File: config.mk
export PLATFORM = sky130hd
export DESIGN_NAME = cache_arbiter_flat
export DESIGN_NICKNAME = d
export VERILOG_FILES = /design/src/rtl/cache_arbiter_pkg.sv /design/src/rtl/cache_arbiter_if.sv /design/src/rtl/cache_arbiter.sv /design/src/flat_wrapper.sv
export SDC_FILE = /design/constraint.sdc
export NUM_CORES = 1
export LEC_CHECK = 0
export ABC_CLOCK_PERIOD_IN_PS = 2080
export CELL_PAD_IN_SITES_DETAIL_PLACEMENT = 0
export CELL_PAD_IN_SITES_GLOBAL_PLACEMENT = 1
export CORE_AREA = 3 3 545 547
export DETAILED_ROUTE_END_ITERATION = 12
export DIE_AREA = 0 0 548 550
export HOLD_SLACK_MARGIN = 0.15
export PLACE_DENSITY = 0.3
export SYNTH_ARGS = -nofsm -noshare
export SYNTH_HDL_FRONTEND = slang
export SYNTH_SLANG_ARGS = --single-unit
File: constraint.sdc
create_clock -name clk -period 2.08 [get_ports clk]
set_input_delay 0.416 -clock clk [delete_from_list [all_inputs] [get_ports clk]]
set_output_delay 0.416 -clock clk [all_outputs]
set_load 0.02 [all_outputs]
File: src/rtl/cache_arbiter_pkg.sv
// Shared types for the instruction/data cache arbiter in front of physical memory.
package cache_arb_types;

   typedef enum logic [1:0] {
      IDLE    = 2'd0,
      GRANT_I = 2'd1,
      GRANT_D = 2'd2
   } arb_state_t;

   typedef enum logic {
      SRC_I = 1'b0,
      SRC_D = 1'b1
   } arb_src_t;

   typedef enum logic {
      OP_READ  = 1'b0,
      OP_WRITE = 1'b1
   } pmem_op_t;

endpackage

File: src/rtl/cache_arbiter_if.sv
// Bundle of both caches' pmem ports plus the physical-memory line port.
// The slave view is the arbiter; the master view is whatever drives the caches and memory.
interface cache_arbiter_if #(
   parameter int s_line = 256,
   parameter int s_addr = 32
);
   logic              i_pmem_read;
   logic [s_addr-1:0] i_pmem_address;
   logic [s_line-1:0] i_pmem_rdata;
   logic              i_pmem_resp;

   logic              d_pmem_read;
   logic              d_pmem_write;
   logic [s_addr-1:0] d_pmem_address;
   logic [s_line-1:0] d_pmem_wdata;
   logic [s_line-1:0] d_pmem_rdata;
   logic              d_pmem_resp;

   logic              pmem_read;
   logic              pmem_write;
   logic [s_addr-1:0] pmem_address;
   logic [s_line-1:0] pmem_wdata;
   logic [s_line-1:0] pmem_rdata;
   logic              pmem_resp;

   modport slave (
      input  i_pmem_read, i_pmem_address,
      output i_pmem_rdata, i_pmem_resp,
      input  d_pmem_read, d_pmem_write, d_pmem_address, d_pmem_wdata,
      output d_pmem_rdata, d_pmem_resp,
      output pmem_read, pmem_write, pmem_address, pmem_wdata,
      input  pmem_rdata, pmem_resp
   );

   modport master (
      output i_pmem_read, i_pmem_address,
      input  i_pmem_rdata, i_pmem_resp,
      output d_pmem_read, d_pmem_write, d_pmem_address, d_pmem_wdata,
      input  d_pmem_rdata, d_pmem_resp,
      input  pmem_read, pmem_write, pmem_address, pmem_wdata,
      output pmem_rdata, pmem_resp
   );
endinterface

File: src/rtl/cache_arbiter.sv
// Serialises I-cache fills and D-cache fills/write-backs onto one memory port,
// round-robin on ties, with the granted request latched for the whole transaction.
module cache_arbiter
   import cache_arb_types::*;
#(
   parameter int s_line = 256,
   parameter int s_addr = 32
) (
   input  logic           clk,
   input  logic           rst,
   cache_arbiter_if.slave bus
);

   arb_state_t        r_state;
   arb_state_t        w_next_state;
   arb_src_t          r_last_served;
   arb_src_t          w_pick;
   pmem_op_t          r_op;
   logic [s_addr-1:0] r_addr;
   logic [s_line-1:0] r_wdata;
   logic              w_i_req;
   logic              w_d_req;
   logic              w_latch;
   logic              w_done;
   logic              w_grant;

   function automatic arb_src_t rr_pick(input arb_src_t last_served);
      return (last_served == SRC_I) ? SRC_D : SRC_I;
   endfunction

   assign w_i_req = bus.i_pmem_read;
   assign w_d_req = bus.d_pmem_read | bus.d_pmem_write;

   // Arbitration decision and state transitions
   always_comb begin
      w_next_state = r_state;
      w_pick       = SRC_I;
      w_latch      = 1'b0;
      w_done       = 1'b0;
      case (r_state)
         IDLE: begin
            if (w_i_req && w_d_req) begin
               w_pick = rr_pick(r_last_served);
            end else if (w_d_req) begin
               w_pick = SRC_D;
            end else begin
               w_pick = SRC_I;
            end
            if (w_i_req || w_d_req) begin
               w_latch      = 1'b1;
               w_next_state = (w_pick == SRC_D) ? GRANT_D : GRANT_I;
            end else begin
               w_latch      = 1'b0;
            end
         end
         GRANT_I, GRANT_D: begin
            if (bus.pmem_resp) begin
               w_done       = 1'b1;
               w_next_state = IDLE;
            end else begin
               w_done       = 1'b0;
            end
         end
         default: w_next_state = IDLE;
      endcase
   end

   // State, fairness pointer and latched request bank
   always_ff @(posedge clk) begin
      if (rst) begin
         r_state       <= IDLE;
         r_last_served <= SRC_D;
         r_op          <= OP_READ;
         r_addr        <= '0;
         r_wdata       <= '0;
      end else begin
         r_state <= w_next_state;
         if (w_latch && (w_pick == SRC_D)) begin
            r_addr  <= bus.d_pmem_address;
            r_wdata <= bus.d_pmem_wdata;
            r_op    <= bus.d_pmem_write ? OP_WRITE : OP_READ;
         end else if (w_latch) begin
            r_addr  <= bus.i_pmem_address;
            r_op    <= OP_READ;
         end
         if (w_done) begin
            r_last_served <= (r_state == GRANT_D) ? SRC_D : SRC_I;
         end
      end
   end

   // Memory only ever sees the latched copy, never the live cache inputs
   assign w_grant          = (r_state == GRANT_I) || (r_state == GRANT_D);
   assign bus.pmem_read    = w_grant && (r_op == OP_READ);
   assign bus.pmem_write   = w_grant && (r_op == OP_WRITE);
   assign bus.pmem_address = r_addr;
   assign bus.pmem_wdata   = r_wdata;

   assign bus.i_pmem_resp  = (r_state == GRANT_I) && bus.pmem_resp;
   assign bus.d_pmem_resp  = (r_state == GRANT_D) && bus.pmem_resp;
   assign bus.i_pmem_rdata = bus.pmem_rdata;
   assign bus.d_pmem_rdata = bus.pmem_rdata;

endmodule

File: src/flat_wrapper.sv
// flat-port wrapper written by rule: the top's interface ports become plain ports
module cache_arbiter_flat import cache_arb_types::*;
#(
   parameter int s_line = 256,
   parameter int s_addr = 32
)
  (clk, rst, bus_i_pmem_read, bus_i_pmem_address, bus_i_pmem_rdata, bus_i_pmem_resp, bus_d_pmem_read, bus_d_pmem_write, bus_d_pmem_address, bus_d_pmem_wdata, bus_d_pmem_rdata, bus_d_pmem_resp, bus_pmem_read, bus_pmem_write, bus_pmem_address, bus_pmem_wdata, bus_pmem_rdata, bus_pmem_resp);
  cache_arbiter_if #(.s_line(s_line), .s_addr(s_addr)) bus_i ();
  input  logic clk;
  input  logic rst;
  input wire logic [$bits(bus_i.i_pmem_read)-1:0] bus_i_pmem_read;
  input wire logic [$bits(bus_i.i_pmem_address)-1:0] bus_i_pmem_address;
  output wire logic [$bits(bus_i.i_pmem_rdata)-1:0] bus_i_pmem_rdata;
  output wire logic [$bits(bus_i.i_pmem_resp)-1:0] bus_i_pmem_resp;
  input wire logic [$bits(bus_i.d_pmem_read)-1:0] bus_d_pmem_read;
  input wire logic [$bits(bus_i.d_pmem_write)-1:0] bus_d_pmem_write;
  input wire logic [$bits(bus_i.d_pmem_address)-1:0] bus_d_pmem_address;
  input wire logic [$bits(bus_i.d_pmem_wdata)-1:0] bus_d_pmem_wdata;
  output wire logic [$bits(bus_i.d_pmem_rdata)-1:0] bus_d_pmem_rdata;
  output wire logic [$bits(bus_i.d_pmem_resp)-1:0] bus_d_pmem_resp;
  output wire logic [$bits(bus_i.pmem_read)-1:0] bus_pmem_read;
  output wire logic [$bits(bus_i.pmem_write)-1:0] bus_pmem_write;
  output wire logic [$bits(bus_i.pmem_address)-1:0] bus_pmem_address;
  output wire logic [$bits(bus_i.pmem_wdata)-1:0] bus_pmem_wdata;
  input wire logic [$bits(bus_i.pmem_rdata)-1:0] bus_pmem_rdata;
  input wire logic [$bits(bus_i.pmem_resp)-1:0] bus_pmem_resp;
  assign bus_i.i_pmem_read = bus_i_pmem_read;
  assign bus_i.i_pmem_address = bus_i_pmem_address;
  assign bus_i_pmem_rdata = bus_i.i_pmem_rdata;
  assign bus_i_pmem_resp = bus_i.i_pmem_resp;
  assign bus_i.d_pmem_read = bus_d_pmem_read;
  assign bus_i.d_pmem_write = bus_d_pmem_write;
  assign bus_i.d_pmem_address = bus_d_pmem_address;
  assign bus_i.d_pmem_wdata = bus_d_pmem_wdata;
  assign bus_d_pmem_rdata = bus_i.d_pmem_rdata;
  assign bus_d_pmem_resp = bus_i.d_pmem_resp;
  assign bus_pmem_read = bus_i.pmem_read;
  assign bus_pmem_write = bus_i.pmem_write;
  assign bus_pmem_address = bus_i.pmem_address;
  assign bus_pmem_wdata = bus_i.pmem_wdata;
  assign bus_i.pmem_rdata = bus_pmem_rdata;
  assign bus_i.pmem_resp = bus_pmem_resp;
  cache_arbiter #(.s_line(s_line), .s_addr(s_addr)) u_core (.clk(clk), .rst(rst), .bus(bus_i));
endmodule
# After elaboration in Yosys (flattened, before gate mapping)
# Index checks and enable logic that the tools add are counted.
# word_totals
latchBits	0
mem_bits_ro	0
reg_bits	292
memories	0
wordCells	42
mem_bits_rw	0
# classes
n_reduce_logical	12
bitwise	2
mux	19
div	0
eq_ne	4
mul	0
magnitude_cmp	0
add_sub_neg	0
shifts	0
# op_table
op	n
$mux 32	2
$mux 1	13
$logic_and 1x1->1	6
$mux 2	3
$pmux 2 s2	1
$eq 2x1->1 const B	1
$eq 2x2->1 const B	1
$logic_not 2->1	1
$logic_or 1x1->1	2
$ne 2x1->1 const B	1
$ne 2x2->1 const B	1
$reduce_and 2->1	1
$reduce_bool 2->1	1
$reduce_or 2->1	1
$not 1->1	1
$or 1x1->1	1

# Longest topological paths before layout
# depth
word_depth	7
ltp_mapped	8
depth_no_buf	5

# Worst setup path after synthesis
# Ideal clock, no wire load.
# synth_path
path_kind	register -> register
startpoint	register u_core.r_state[0]
endpoint	register u_core.r_wdata[24], in the netlist u_core.bus.pmem_wdata[24]
stages_incl_launch_ff	9
slack_ns	0.498
n_path_buf	3
synth_period_minus_slack_ns	1.582
setup_time_ns	0.069
t_required_ns	2.011
arrival_time_ns	1.514
cell_sequence	dfxtp_1 > inv_1 > ha_1 > a21boi_2 > buf_4 > buf_2 > buf_1 > nand4b_1 > o21ai_1
# synth_between
elab_chain_len	3
elab_cells_between_ends	4
classes_between	mux: 2; reduce/logical: 2
# synth_lines
element	line	rtl
from (decl)	cache_arbiter.sv:14	arb_state_t r_state;
from (signal assigned)	cache_arbiter.sv:77	r_state <= w_next_state;
$logic_not 2->1 *	cache_arbiter.sv:40	case (r_state)
$mux 1	cache_arbiter.sv:40	
$logic_and 1x1->1 *	cache_arbiter.sv:78	if (w_latch && (w_pick == SRC_D)) begin
to (signal assigned)	cache_arbiter.sv:80	r_wdata <= bus.d_pmem_wdata;
to (decl)	cache_arbiter.sv:20	logic [s_line-1:0] r_wdata;
# Every way passes the cells marked *; elsewhere a longest branch is shown, timed or not.
# A chain may end at the register's enable or synchronous reset.

# Worst setup path after layout
# layout_path
startpoint	register u_core.r_state[1]
endpoint	output port bus_pmem_write
# layout_between
elab_chain_len	3
elab_cells_between_ends	4
classes_between	eq/ne: 2; reduce/logical: 2
# layout_lines
element	line	rtl
$eq 2x1->1 or $eq 2x2->1 (tied branches)	cache_arbiter.sv:93	assign w_grant = (r_state == GRANT_I) || (r_state == GRANT_D);
$logic_or 1x1->1 *	cache_arbiter.sv:93	
$logic_and 1x1->1 *	cache_arbiter.sv:95	assign bus.pmem_write = w_grant && (r_op == OP_WRITE);
to (decl)	flat_wrapper.sv:22	output wire logic [$bits(bus_i.pmem_write)-1:0] bus_pmem_write;
# Marked as above.

==> results.json <==
{
  "hold_viol": 0,
  "worst_pin_slew_ps": 566.0,
  "drv_cap": 0,
  "fp-row-count": 199,
  "maxSlewHeadroom_pct": 62.42,
  "cts_buffers": 51,
  "rr_worst_depth": 8,
  "stdcell_area_um2": 25530,
  "gp_congestion": 0.7050,
  "fin_nets": 2545,
  "min_period_over_period_pct": 97.83,
  "r2r_end": "u_core.bus.pmem_wdata[42]",
  "drt-pass1-iter-count": 5,
  "avgViaCountPerCell": 2.338,
  "r2r-start": "u_core.r_state[0]",
  "avgSynthCellArea_um2": 8.879,
  "netlist_area_um2": 16480,
  "vdd_drop_max_mv": 0.5302,
  "portBuffers": 617,
  "avgRoutedWirePerCell_um": 22.44,
  "wl_um": 132800,
  "setup_viol": 0,
  "worstSetupStartpointType": "flop",
  "yosysTopAreaCell": "dfxtp_1",
  "setup.worst_path.end": "bus_pmem_write",
  "leakagePower_nw": 8.496,
  "cts_tree": "done",
  "die_y_um": 550,
  "crit_arrival_ps": 1620,
  "reg2reg_slack_ps": 220,
  "yosys_warnings": 0,
  "synth_top_area_share_pct": 35.47,
  "drt_iter0_drc": 743,
  "cp.required_ps": 1660,
  "hold_class": "primary input to flop",
  "synth_nets": 2441,
  "placed_area_um2": 23980,
  "fp.dieArea_um2": 301400,
  "initial_utilization_pct": 5.623,
  "slew_viol_final": 0,
  "fin_skew_ps": 45.82,
  "cp-end-kind": "primary output",
  "grt_pass1_wl_um": 165400,
  "worstSkewPairLatency_ps": 700,
  "area_growth_pct": 54.94,
  "antenna_left": 0,
  "track_usage_pct": 8.403,
  "grt_pass1_vias": 14439,
  "power.density_nw_per_um2": 851.6,
  "outcome": "finished, final reports clean",
  "drive_above_1_share_pct": 17.33,
  "drc": 0,
  "ys_types": 27,
  "seq_area_frac_synth_pct": 35.47,
  "cts_root_buf": "clkbuf_16",
  "clock.fmax_mhz": 491.4,
  "ctsLongestPathBuffers": 3,
  "ctsHtreeMaxLevel": 2,
  "grt_start_max_net_pins": 88,
  "total_power_mw": 21.74,
  "final_common_cell": "clkdlybuf4s50_1",
  "clk_pin_slew_ps": 60,
  "synth-seq-cells": 292,
  "final_cell_mix": "clkdlybuf4s50_1, dfxtp_1, nand2b_1, nand4b_1, o21ai_0",
  "rsz0062_at_grt": "yes",
  "cts_num_sinks": 292,
  "fin_crit_ps": 2035,
  "crit_type": "flop to primary output",
  "cp_max_fo": 3,
  "hpwl_um": 110500,
  "vias": 13836,
  "antenna_found_initial": 49,
  "syn_inst": 1856,
  "core_um2": 293100,
  "critPathLaunch": "u_core.r_state[1]",
  "synth_area_leaders": "dfxtp_1, buf_4, nand4b_1, nand2b_1, o21ai_0",
  "overflow": 0,
  "io_pins": 1386,
  "die_w_um": 548
}
[metal layers]
metal  wire length, µm  GRT usage [%]
met1             49590          8.872
met2             52230          11.80
met3             22970          6.739
met4              7983          4.398
met5                 0        0.01563
[cell usage after synthesis, drive strengths merged]
cell,count
o221a,32
inv,35
a311o,1
o211ai,1
a21boi,3
nor2,3
dfxtp,292
nor2b,2
buf,567
and2,4
or2,2
o2bb2ai,1
o32ai,1
nand4b,256
nand2b,257
a22oi,1
o21ai,257
ha,3
clkbuf,105
a31oi,33
[logic make-up after synthesis]
| kind of cell | count (synthesis) | share of synthesized area (%) |
|---|---|---|
| buf+inv | 707 | 28.90 |
| compound gates | 330 | 11.66 |
| fa+ha+maj | 3 | 0.2278 |
| flops | 292 | 35.47 |
| simple gates | 524 | 23.73 |
[area by class of cell]
type / instances / area, µm²
Tap cell: 3919 / 4903
Sequential cell: 292 / 5851
Fill cell: 34219 / 267500
Antenna cell: 2 / 5.005
Clock inverter: 20 / 255.2
Timing Repair Buffer: 723 / 7019
Multi-Input combinational cell: 857 / 5932
Clock buffer: 69 / 1434
Inverter: 35 / 133.9
[how the worst min path moves through the flow]
stage                               startpoint                          to  slack [ps]  cells past startpoint
global placement     u_core.bus.pmem_wdata[34]   u_core.bus.pmem_wdata[34]         450                      2
floorplan                    u_core.r_state[1]           u_core.r_state[1]         470                      2
CTS                                        rst   u_core.bus.pmem_wdata[87]         150                      3
detailed placement  u_core.bus.pmem_wdata[108]  u_core.bus.pmem_wdata[108]         460                      2
global route                               rst   u_core.bus.pmem_wdata[66]         210                      3
finish                                     rst   u_core.bus.pmem_wdata[87]         230                      3
[critical path, cell delays in order, from the launching register on]
cell	delay, ps
dfxtp_4	360
inv_4	40
ha_4	270
and2_4	150
buf_12	130
[state kept, by name, summed over array words and instances, names as in the netlist]
signal and flops:
u_core.r_state 2, u_core.r_op 1, u_core.bus.pmem_address 32, u_core.bus.pmem_wdata 256, u_core.r_last_served 1
[where the power goes]
group / leakage (nW) / switching (mW) / internal, mW
Combinational: 5.28 / 3.76 / 2.40
Clock: 0.816 / 3.70 / 5.21
Sequential: 2.40 / 0.398 / 6.28
Total: 8.50 / 7.86 / 13.9
[stage by stage]
step                setup slack [ps]  cells  util [%]  TNS (ps)  hold WS [ps]
floorplan                      497.7   1856         -         0         472.2
global placement              -360.6   5823     8.182    -76590         454.5
detailed placement            -361.8   5823     8.182    -80400         456.0
CTS                           -121.4   5914     8.716    -369.8         152.8
global route                  -81.11   5915     8.711    -219.0         213.5
finish                         45.05   5917     8.713         0         233.0
[what timing repair did]
item,4_1_cts,5_1_grt
buffers inserted,2,1
setup endpoints to repair,219,15
endpoints found under the hold margin,0,0
hold buffers,0,0
pin swaps,1,1
resized for setup,316,14
Power figures use the tool's default switching activity.
